[src/rtl/sdram_cmd_fsm.sv]
// sdram_cmd_fsm: single-word SDRAM access sequencer with power-up init and auto-refresh
module sdram_cmd_fsm #(
  parameter int          T_RCD        = 2,
  parameter int          CAS_LAT      = 2,
  parameter int          T_WR         = 2,
  parameter int          T_RP         = 2,
  parameter int          T_RFC        = 7,
  parameter int          REF_INTERVAL = 780,
  parameter int          INIT_WAIT    = 100,
  parameter logic [11:0] MODE_REG     = 12'h020
) (
  input  logic        HCLK,
  input  logic        HRESET,
  input  logic        ENABLE,
  input  logic        W_EN,
  input  logic        R_EN,
  input  logic [1:0]  MEM_BA,
  input  logic [11:0] MEM_ADDR,
  input  logic [31:0] HWDATA,
  output logic        BUSYn,
  output logic [31:0] HRDATA_R,
  output logic        SD_CKE,
  output logic        SD_CS_N,
  output logic        SD_RAS_N,
  output logic        SD_CAS_N,
  output logic        SD_WE_N,
  output logic [1:0]  SD_BA,
  output logic [11:0] SD_A,
  output logic [31:0] SD_DQ_OUT,
  output logic        SD_DQ_OE,
  input  logic [31:0] SD_DQ_IN
);
  localparam logic [3:0] CMD_NOP = 4'b0111;
  localparam logic [3:0] CMD_ACT = 4'b0011;
  localparam logic [3:0] CMD_RD  = 4'b0101;
  localparam logic [3:0] CMD_WR  = 4'b0100;
  localparam logic [3:0] CMD_PRE = 4'b0010;
  localparam logic [3:0] CMD_REF = 4'b0001;
  localparam logic [3:0] CMD_MRS = 4'b0000;
  // each state names the command issued once the gap counter has drained
  localparam logic [3:0] S_INIT = 4'd0;
  localparam logic [3:0] S_REF1 = 4'd1;
  localparam logic [3:0] S_REF2 = 4'd2;
  localparam logic [3:0] S_MRS  = 4'd3;
  localparam logic [3:0] S_RDY  = 4'd4;
  localparam logic [3:0] S_IDLE = 4'd5;
  localparam logic [3:0] S_ACT  = 4'd6;
  localparam logic [3:0] S_RW   = 4'd7;
  localparam logic [3:0] S_PRE  = 4'd8;
  localparam logic [15:0] GAP_INIT = 16'(INIT_WAIT);
  localparam logic [15:0] GAP_RCD  = 16'(T_RCD - 1);
  localparam logic [15:0] GAP_WR   = 16'(T_WR);
  localparam logic [15:0] GAP_CL   = 16'(CAS_LAT);
  localparam logic [15:0] GAP_RP   = 16'(T_RP - 1);
  localparam logic [15:0] GAP_RFC  = 16'(T_RFC - 1);
  localparam logic [15:0] GAP_MRS  = 16'd2;
  localparam logic [15:0] REF_LOAD = 16'(REF_INTERVAL);
  localparam logic [11:0] A_PALL   = 12'h400;
  logic [3:0]  state_q, state_d;
  logic [15:0] cnt_q, cnt_d;
  logic [3:0]  cmd_q, cmd_d;
  logic [1:0]  ba_q, ba_d;
  logic [11:0] a_q, a_d;
  logic [31:0] dq_q, dq_d;
  logic        oe_q, oe_d;
  logic        busy_n_q, busy_n_d;
  logic [31:0] rdata_q, rdata_d;
  logic [1:0]  bank_q, bank_d;
  logic [11:0] addr_q, addr_d;
  logic        wr_q, wr_d;
  logic        cap_q, cap_d;
  logic [31:0] wdata_q, wdata_d;
  logic [15:0] ref_cnt_q, ref_cnt_d;
  logic        ref_pend_q, ref_pend_d;
  logic        done_q, done_d;
  logic        cke_q;
  logic        ref_clr;
  logic        req;
  assign req = ENABLE && (W_EN || R_EN);
  assign {SD_CS_N, SD_RAS_N, SD_CAS_N, SD_WE_N} = cmd_q;
  assign SD_CKE    = cke_q;
  assign SD_BA     = ba_q;
  assign SD_A      = a_q;
  assign SD_DQ_OUT = dq_q;
  assign SD_DQ_OE  = oe_q;
  assign BUSYn     = busy_n_q;
  assign HRDATA_R  = rdata_q;
  // command sequencer: NOPs while the gap counter drains, then the state's command
  always_comb begin
    state_d  = state_q;
    cnt_d    = cnt_q;
    cmd_d    = CMD_NOP;
    ba_d     = ba_q;
    a_d      = a_q;
    dq_d     = dq_q;
    oe_d     = 1'b0;
    busy_n_d = busy_n_q;
    rdata_d  = rdata_q;
    bank_d   = bank_q;
    addr_d   = addr_q;
    wr_d     = wr_q;
    cap_d    = 1'b0;
    wdata_d  = (cap_q && wr_q) ? HWDATA : wdata_q;
    done_d   = done_q;
    ref_clr  = 1'b0;
    if (cnt_q != '0) begin
      cnt_d = cnt_q - 1'b1;
    end else begin
      case (state_q)
        S_INIT: begin
          cmd_d   = CMD_PRE;
          a_d     = A_PALL;
          cnt_d   = GAP_RP;
          state_d = S_REF1;
        end
        S_REF1: begin
          cmd_d   = CMD_REF;
          cnt_d   = GAP_RFC;
          state_d = S_REF2;
        end
        S_REF2: begin
          cmd_d   = CMD_REF;
          cnt_d   = GAP_RFC;
          state_d = S_MRS;
        end
        S_MRS: begin
          cmd_d   = CMD_MRS;
          a_d     = MODE_REG;
          ba_d    = 2'd0;
          cnt_d   = GAP_MRS;
          state_d = S_RDY;
        end
        S_RDY: begin
          busy_n_d = 1'b1;
          done_d   = 1'b1;
          state_d  = S_IDLE;
        end
        S_IDLE: begin
          if (req) begin
            bank_d   = MEM_BA;
            addr_d   = MEM_ADDR;
            wr_d     = W_EN;
            cap_d    = 1'b1;
            busy_n_d = 1'b0;
            cmd_d    = ref_pend_q ? CMD_REF : CMD_ACT;
            ref_clr  = ref_pend_q;
            ba_d     = ref_pend_q ? ba_q : MEM_BA;
            a_d      = ref_pend_q ? a_q : {4'b0, MEM_ADDR[11:4]};
            cnt_d    = ref_pend_q ? GAP_RFC : GAP_RCD;
            state_d  = ref_pend_q ? S_ACT : S_RW;
          end else if (ref_pend_q) begin
            busy_n_d = 1'b0;
            cmd_d    = CMD_REF;
            ref_clr  = 1'b1;
            cnt_d    = GAP_RFC;
            state_d  = S_RDY;
          end
        end
        S_ACT: begin
          cmd_d   = CMD_ACT;
          ba_d    = bank_q;
          a_d     = {4'b0, addr_q[11:4]};
          cnt_d   = GAP_RCD;
          state_d = S_RW;
        end
        S_RW: begin
          cmd_d   = wr_q ? CMD_WR : CMD_RD;
          ba_d    = bank_q;
          a_d     = {8'b0, addr_q[3:0]};
          oe_d    = wr_q;
          dq_d    = wr_q ? wdata_d : dq_q;
          cnt_d   = wr_q ? GAP_WR : GAP_CL;
          state_d = S_PRE;
        end
        S_PRE: begin
          cmd_d   = CMD_PRE;
          a_d     = A_PALL;
          rdata_d = wr_q ? rdata_q : SD_DQ_IN;
          cnt_d   = GAP_RP;
          state_d = S_RDY;
        end
        default: state_d = S_INIT;
      endcase
    end
  end
  // refresh timer runs only after init; a pending request saturates until serviced
  always_comb begin
    ref_cnt_d  = !done_q ? ref_cnt_q : (ref_cnt_q == '0 ? REF_LOAD : ref_cnt_q - 1'b1);
    ref_pend_d = (done_q && ref_cnt_q == '0) || (ref_pend_q && !ref_clr);
  end
  // state and registered SDRAM/bus outputs
  always_ff @(posedge HCLK) begin
    cke_q <= 1'b1;
    if (HRESET) begin
      state_q    <= S_INIT;
      cnt_q      <= GAP_INIT;
      cmd_q      <= CMD_NOP;
      ba_q       <= '0;
      a_q        <= '0;
      dq_q       <= '0;
      oe_q       <= 1'b0;
      busy_n_q   <= 1'b0;
      rdata_q    <= '0;
      bank_q     <= '0;
      addr_q     <= '0;
      wr_q       <= 1'b0;
      cap_q      <= 1'b0;
      wdata_q    <= '0;
      ref_cnt_q  <= REF_LOAD;
      ref_pend_q <= 1'b0;
      done_q     <= 1'b0;
    end else begin
      state_q    <= state_d;
      cnt_q      <= cnt_d;
      cmd_q      <= cmd_d;
      ba_q       <= ba_d;
      a_q        <= a_d;
      dq_q       <= dq_d;
      oe_q       <= oe_d;
      busy_n_q   <= busy_n_d;
      rdata_q    <= rdata_d;
      bank_q     <= bank_d;
      addr_q     <= addr_d;
      wr_q       <= wr_d;
      cap_q      <= cap_d;
      wdata_q    <= wdata_d;
      ref_cnt_q  <= ref_cnt_d;
      ref_pend_q <= ref_pend_d;
      done_q     <= done_d;
    end
  end
endmodule

[config.mk]
export PLATFORM = sky130hd
export DESIGN_NAME = sdram_cmd_fsm
export DESIGN_NICKNAME = d
export VERILOG_FILES = /design/src/rtl/sdram_cmd_fsm.sv
export SDC_FILE = /design/constraint.sdc
export NUM_CORES = 1
export LEC_CHECK = 0
export ABC_AREA = 1
export CORE_UTILIZATION = 30
export CTS_CLUSTER_DIAMETER = 30
export DETAILED_ROUTE_END_ITERATION = 6
export PLACE_DENSITY_LB_ADDON = 0.15
export SKIP_LAST_GASP = 1
export SYNTH_ARGS = -nofsm -noshare
export SYNTH_HDL_FRONTEND = slang
export SYNTH_SLANG_ARGS = --single-unit
[constraint.sdc]
create_clock -name HCLK -period 1.6 [get_ports HCLK]
set_clock_uncertainty 0.2 [all_clocks]
set_input_delay 0.24 -clock HCLK [delete_from_list [all_inputs] [get_ports HCLK]]
set_output_delay 0.24 -clock HCLK [all_outputs]
set_load 0.01 [all_outputs]
==> flow_metrics.env <==
export IMPL_status="finished, violations left"
export IMPL_violations="setup timing"
export IMPL_cts_clk_slew_worst_paths_ns=0.07
export IMPL_die_h_um=159.7
export IMPL_io_buffers=162
export IMPL_grt_max_degree=65
export IMPL_min_path_type="primary input to flop"
export IMPL_cap_violations=0
export IMPL_overflow=0
export IMPL_drt_iter0_markers=256
export IMPL_placed_cell_area_um2=10070
export IMPL_clock_latency_ns=0.42
export IMPL_routed_wl_um=20640
export IMPL_rows=57
export IMPL_design_area_um2=11880
export IMPL_via_per_inst=4.183
export IMPL_dp_hpwl_um=13270
export IMPL_core_um2=24320
export IMPL_async_reset_ff_share_pct=0
export IMPL_postSynthCellCount=1134
export IMPL_start_util_pct=30.66
export IMPL_synth_area_leaders="dfxtp_1, nand2_1, nor2_1"
export IMPL_pre_cts_slack_ns=-0.3021
export IMPL_grt_pass1_vias=6889
export IMPL_h_tree_depth=4
export IMPL_fin_ws_ns=-0.1034
export IMPL_vias=7295
export IMPL_antenna_found_initial=0
export IMPL_yosysWarnings=0
export IMPL_drt_first_pass_iters=4
export IMPL_seq_area_um2=3348
export IMPL_peakVddDrop_v=0.0005897
export IMPL_worstSetupEndpointType="flop"
export IMPL_fin_crit_sh_pct=106.5
export IMPL_dieArea_um2=25490
export IMPL_power_density_nw_per_um2=735.2
export IMPL_r2r_slack_ns=-0.10
export IMPL_chipWidth_um=159.7
export IMPL_synthFlopType="dfxtp_1"
export IMPL_required_ns=1.77
export IMPL_cts_root_buf="clkbuf_16"
export IMPL_synth_area_per_cell_um2=6.576
export IMPL_synth_edf_count=0
export IMPL_num_nets_final=1494
export IMPL_synth_top_area_share_pct=44.56
export IMPL_max_freq_mhz=587.1
export IMPL_cts_buffers=17
export IMPL_ios=168
export IMPL_critPathKind="flop to flop"
export IMPL_yosys_top_cells_count="nand2_1, nor2_1, inv_1"
export IMPL_gp_congestion=0.8232
export IMPL_cts_tree="yes"
export IMPL_cts_sinks=166
export IMPL_period_needed_ns=1.703
export IMPL_cts_buffer_depth=2
export IMPL_syn_cell_area_um2=7457
export IMPL_hold_slack_ns=0.1875
export IMPL_ant_nets=0
export IMPL_slew_viol_final=0
export IMPL_area_growth_pct=59.33
export IMPL_hold_viol=0
export IMPL_synth_cell_types=34
export IMPL_multi_input_comb_area_um2=3877
export IMPL_synth_most_common_cell="nand2_1"
export IMPL_worstPathArrival_ns=1.87
export IMPL_antennaDiodeCount=0
export IMPL_grtUsageTotal_pct=16.14
export IMPL_routedWlPerCell_um=11.83
export IMPL_p_leak_uw=0.005893
export IMPL_finalSetupViolCount=99
export IMPL_ys_seq_area_share_pct=44.56
export IMPL_fillerInstances=2452
export IMPL_synth_top_area_cell="dfxtp_1"
export IMPL_grt_pass1_wl_um=33430
export IMPL_drive_gt1_share_pct=25.35
export IMPL_cp_start_kind="flop"
export IMPL_synth_seq_cells=166
export IMPL_path_max_fanout=8
export IMPL_fin_tns_setup_ns=-6.264
export IMPL_drc_errors=0
export IMPL_rsz0062_at_grt="yes"
export IMPL_fin_util_pct=48.86
## sequential cells by signal, summed over array words and instances, names as in the netlist, 2 cells and up
name	cells
ref_cnt_q	16
SD_A	9
bank_q	2
addr_q	12
cnt_q	16
HRDATA_R	32
SD_DQ_OUT	32
state_q	4
wdata_q	32
cmd_q	3
SD_BA	2
## worst max-delay path, stage by stage, from the launching register on
cell	delay, ns
dfxtp_2	0.33
nor2_4	0.12
nand2_2	0.09
nor2_4	0.18
nand2_4	0.14
inv_8	0.10
nand2_8	0.11
clkbuf_16	0.19
nand2_4	0.04
nand2_1	0.04
nor2_1	0.09
## per-stage QoR
| stage | power [µW] | cells |
|---|---|---|
| after global routing | 9062 | 1744 |
| after floorplan | 4434 | 1137 |
| final | 8735 | 1744 |
| after CTS | 8810 | 1739 |
| after global placement | 4768 | 1672 |
| after detailed placement | 4764 | 1672 |
## layer usage
layer	GRT usage (%)	routed length, µm	vias to the layer above	share of wire [%]
met5	0	0	-	0
met4	4.502	188	0	0.91
met3	4.727	1203	14	5.8
met2	26.58	9460	154	46
met1	20.44	9785	3206	47
li1	-	-	3921	-
## final timing paths
path                   to         start  depth (start not counted)
max reg2reg  HRDATA_R[22]      cnt_q[8]                         10
max          HRDATA_R[22]      cnt_q[8]                         10
min          HRDATA_R[14]  SD_DQ_IN[14]                          3
min reg2reg         BUSYn         BUSYn                          2
## cell usage in the layout, fill, tap and decap left out, types with 5 or more instances in the layout
cell type	n
a21oi_1	19
a21oi_2	6
buf_12	9
buf_4	82
buf_6	27
buf_8	8
clkbuf_16	18
clkdlybuf4s50_1	81
conb_1	5
dfxtp_1	148
dfxtp_2	17
dlygate4sd2_1	80
inv_1	201
inv_2	12
inv_4	7
nand2_1	215
nand2_2	31
nand2_4	14
nand3_1	25
nand3_2	7
nor2_1	178
nor2_2	29
nor2_4	33
nor3_1	5
o21ai_0	35
o21ai_1	48
o21ai_2	15
xor2_1	6
## timing repair
action	CTS	global route
endpoints found under the hold margin	4	0
setup buffers	27	13
cloned	8	2
hold buffers	1	0
endpoints found under the setup margin	204	134
resized for setup	210	167
pin swaps	42	76
## power by group
group | switching, µW | internal, µW | total, µW
logic | 293 | 369 | 661
clock network | 1830 | 2090 | 3910
registers | 15.3 | 4150 | 4160
total | 2130 | 6600 | 8740
## cells by family (layout without fill, tap and decap cells)
| family | count (synthesis) | after routing | synth area share [%] |
|---|---|---|---|
| AND/OR/NAND/NOR | 557 | 560 | 30.42 |
| buffers and inverters | 266 | 546 | 14.23 |
| flip-flops | 166 | 166 | 44.56 |
| AO/OA/AOI/OAI | 128 | 128 | 8.775 |
| XOR/XNOR | 12 | 12 | 1.409 |
| adder cells (fa/ha/maj) | 3 | 3 | 0.5034 |
| other | 2 | 5 | 0.1007 |
## area by class of cell
type	instances	area share (%)
clock buffers	19	3.812
flip-flops and latches	166	28.18
well taps	324	3.412
repair buffers	292	23.79
inverters	222	7.308
repair inverters	1	0.05265
clock inverters	12	0.8109
multi-input cells	708	32.63
No activity file was read; power rests on OpenSTA's default activity.
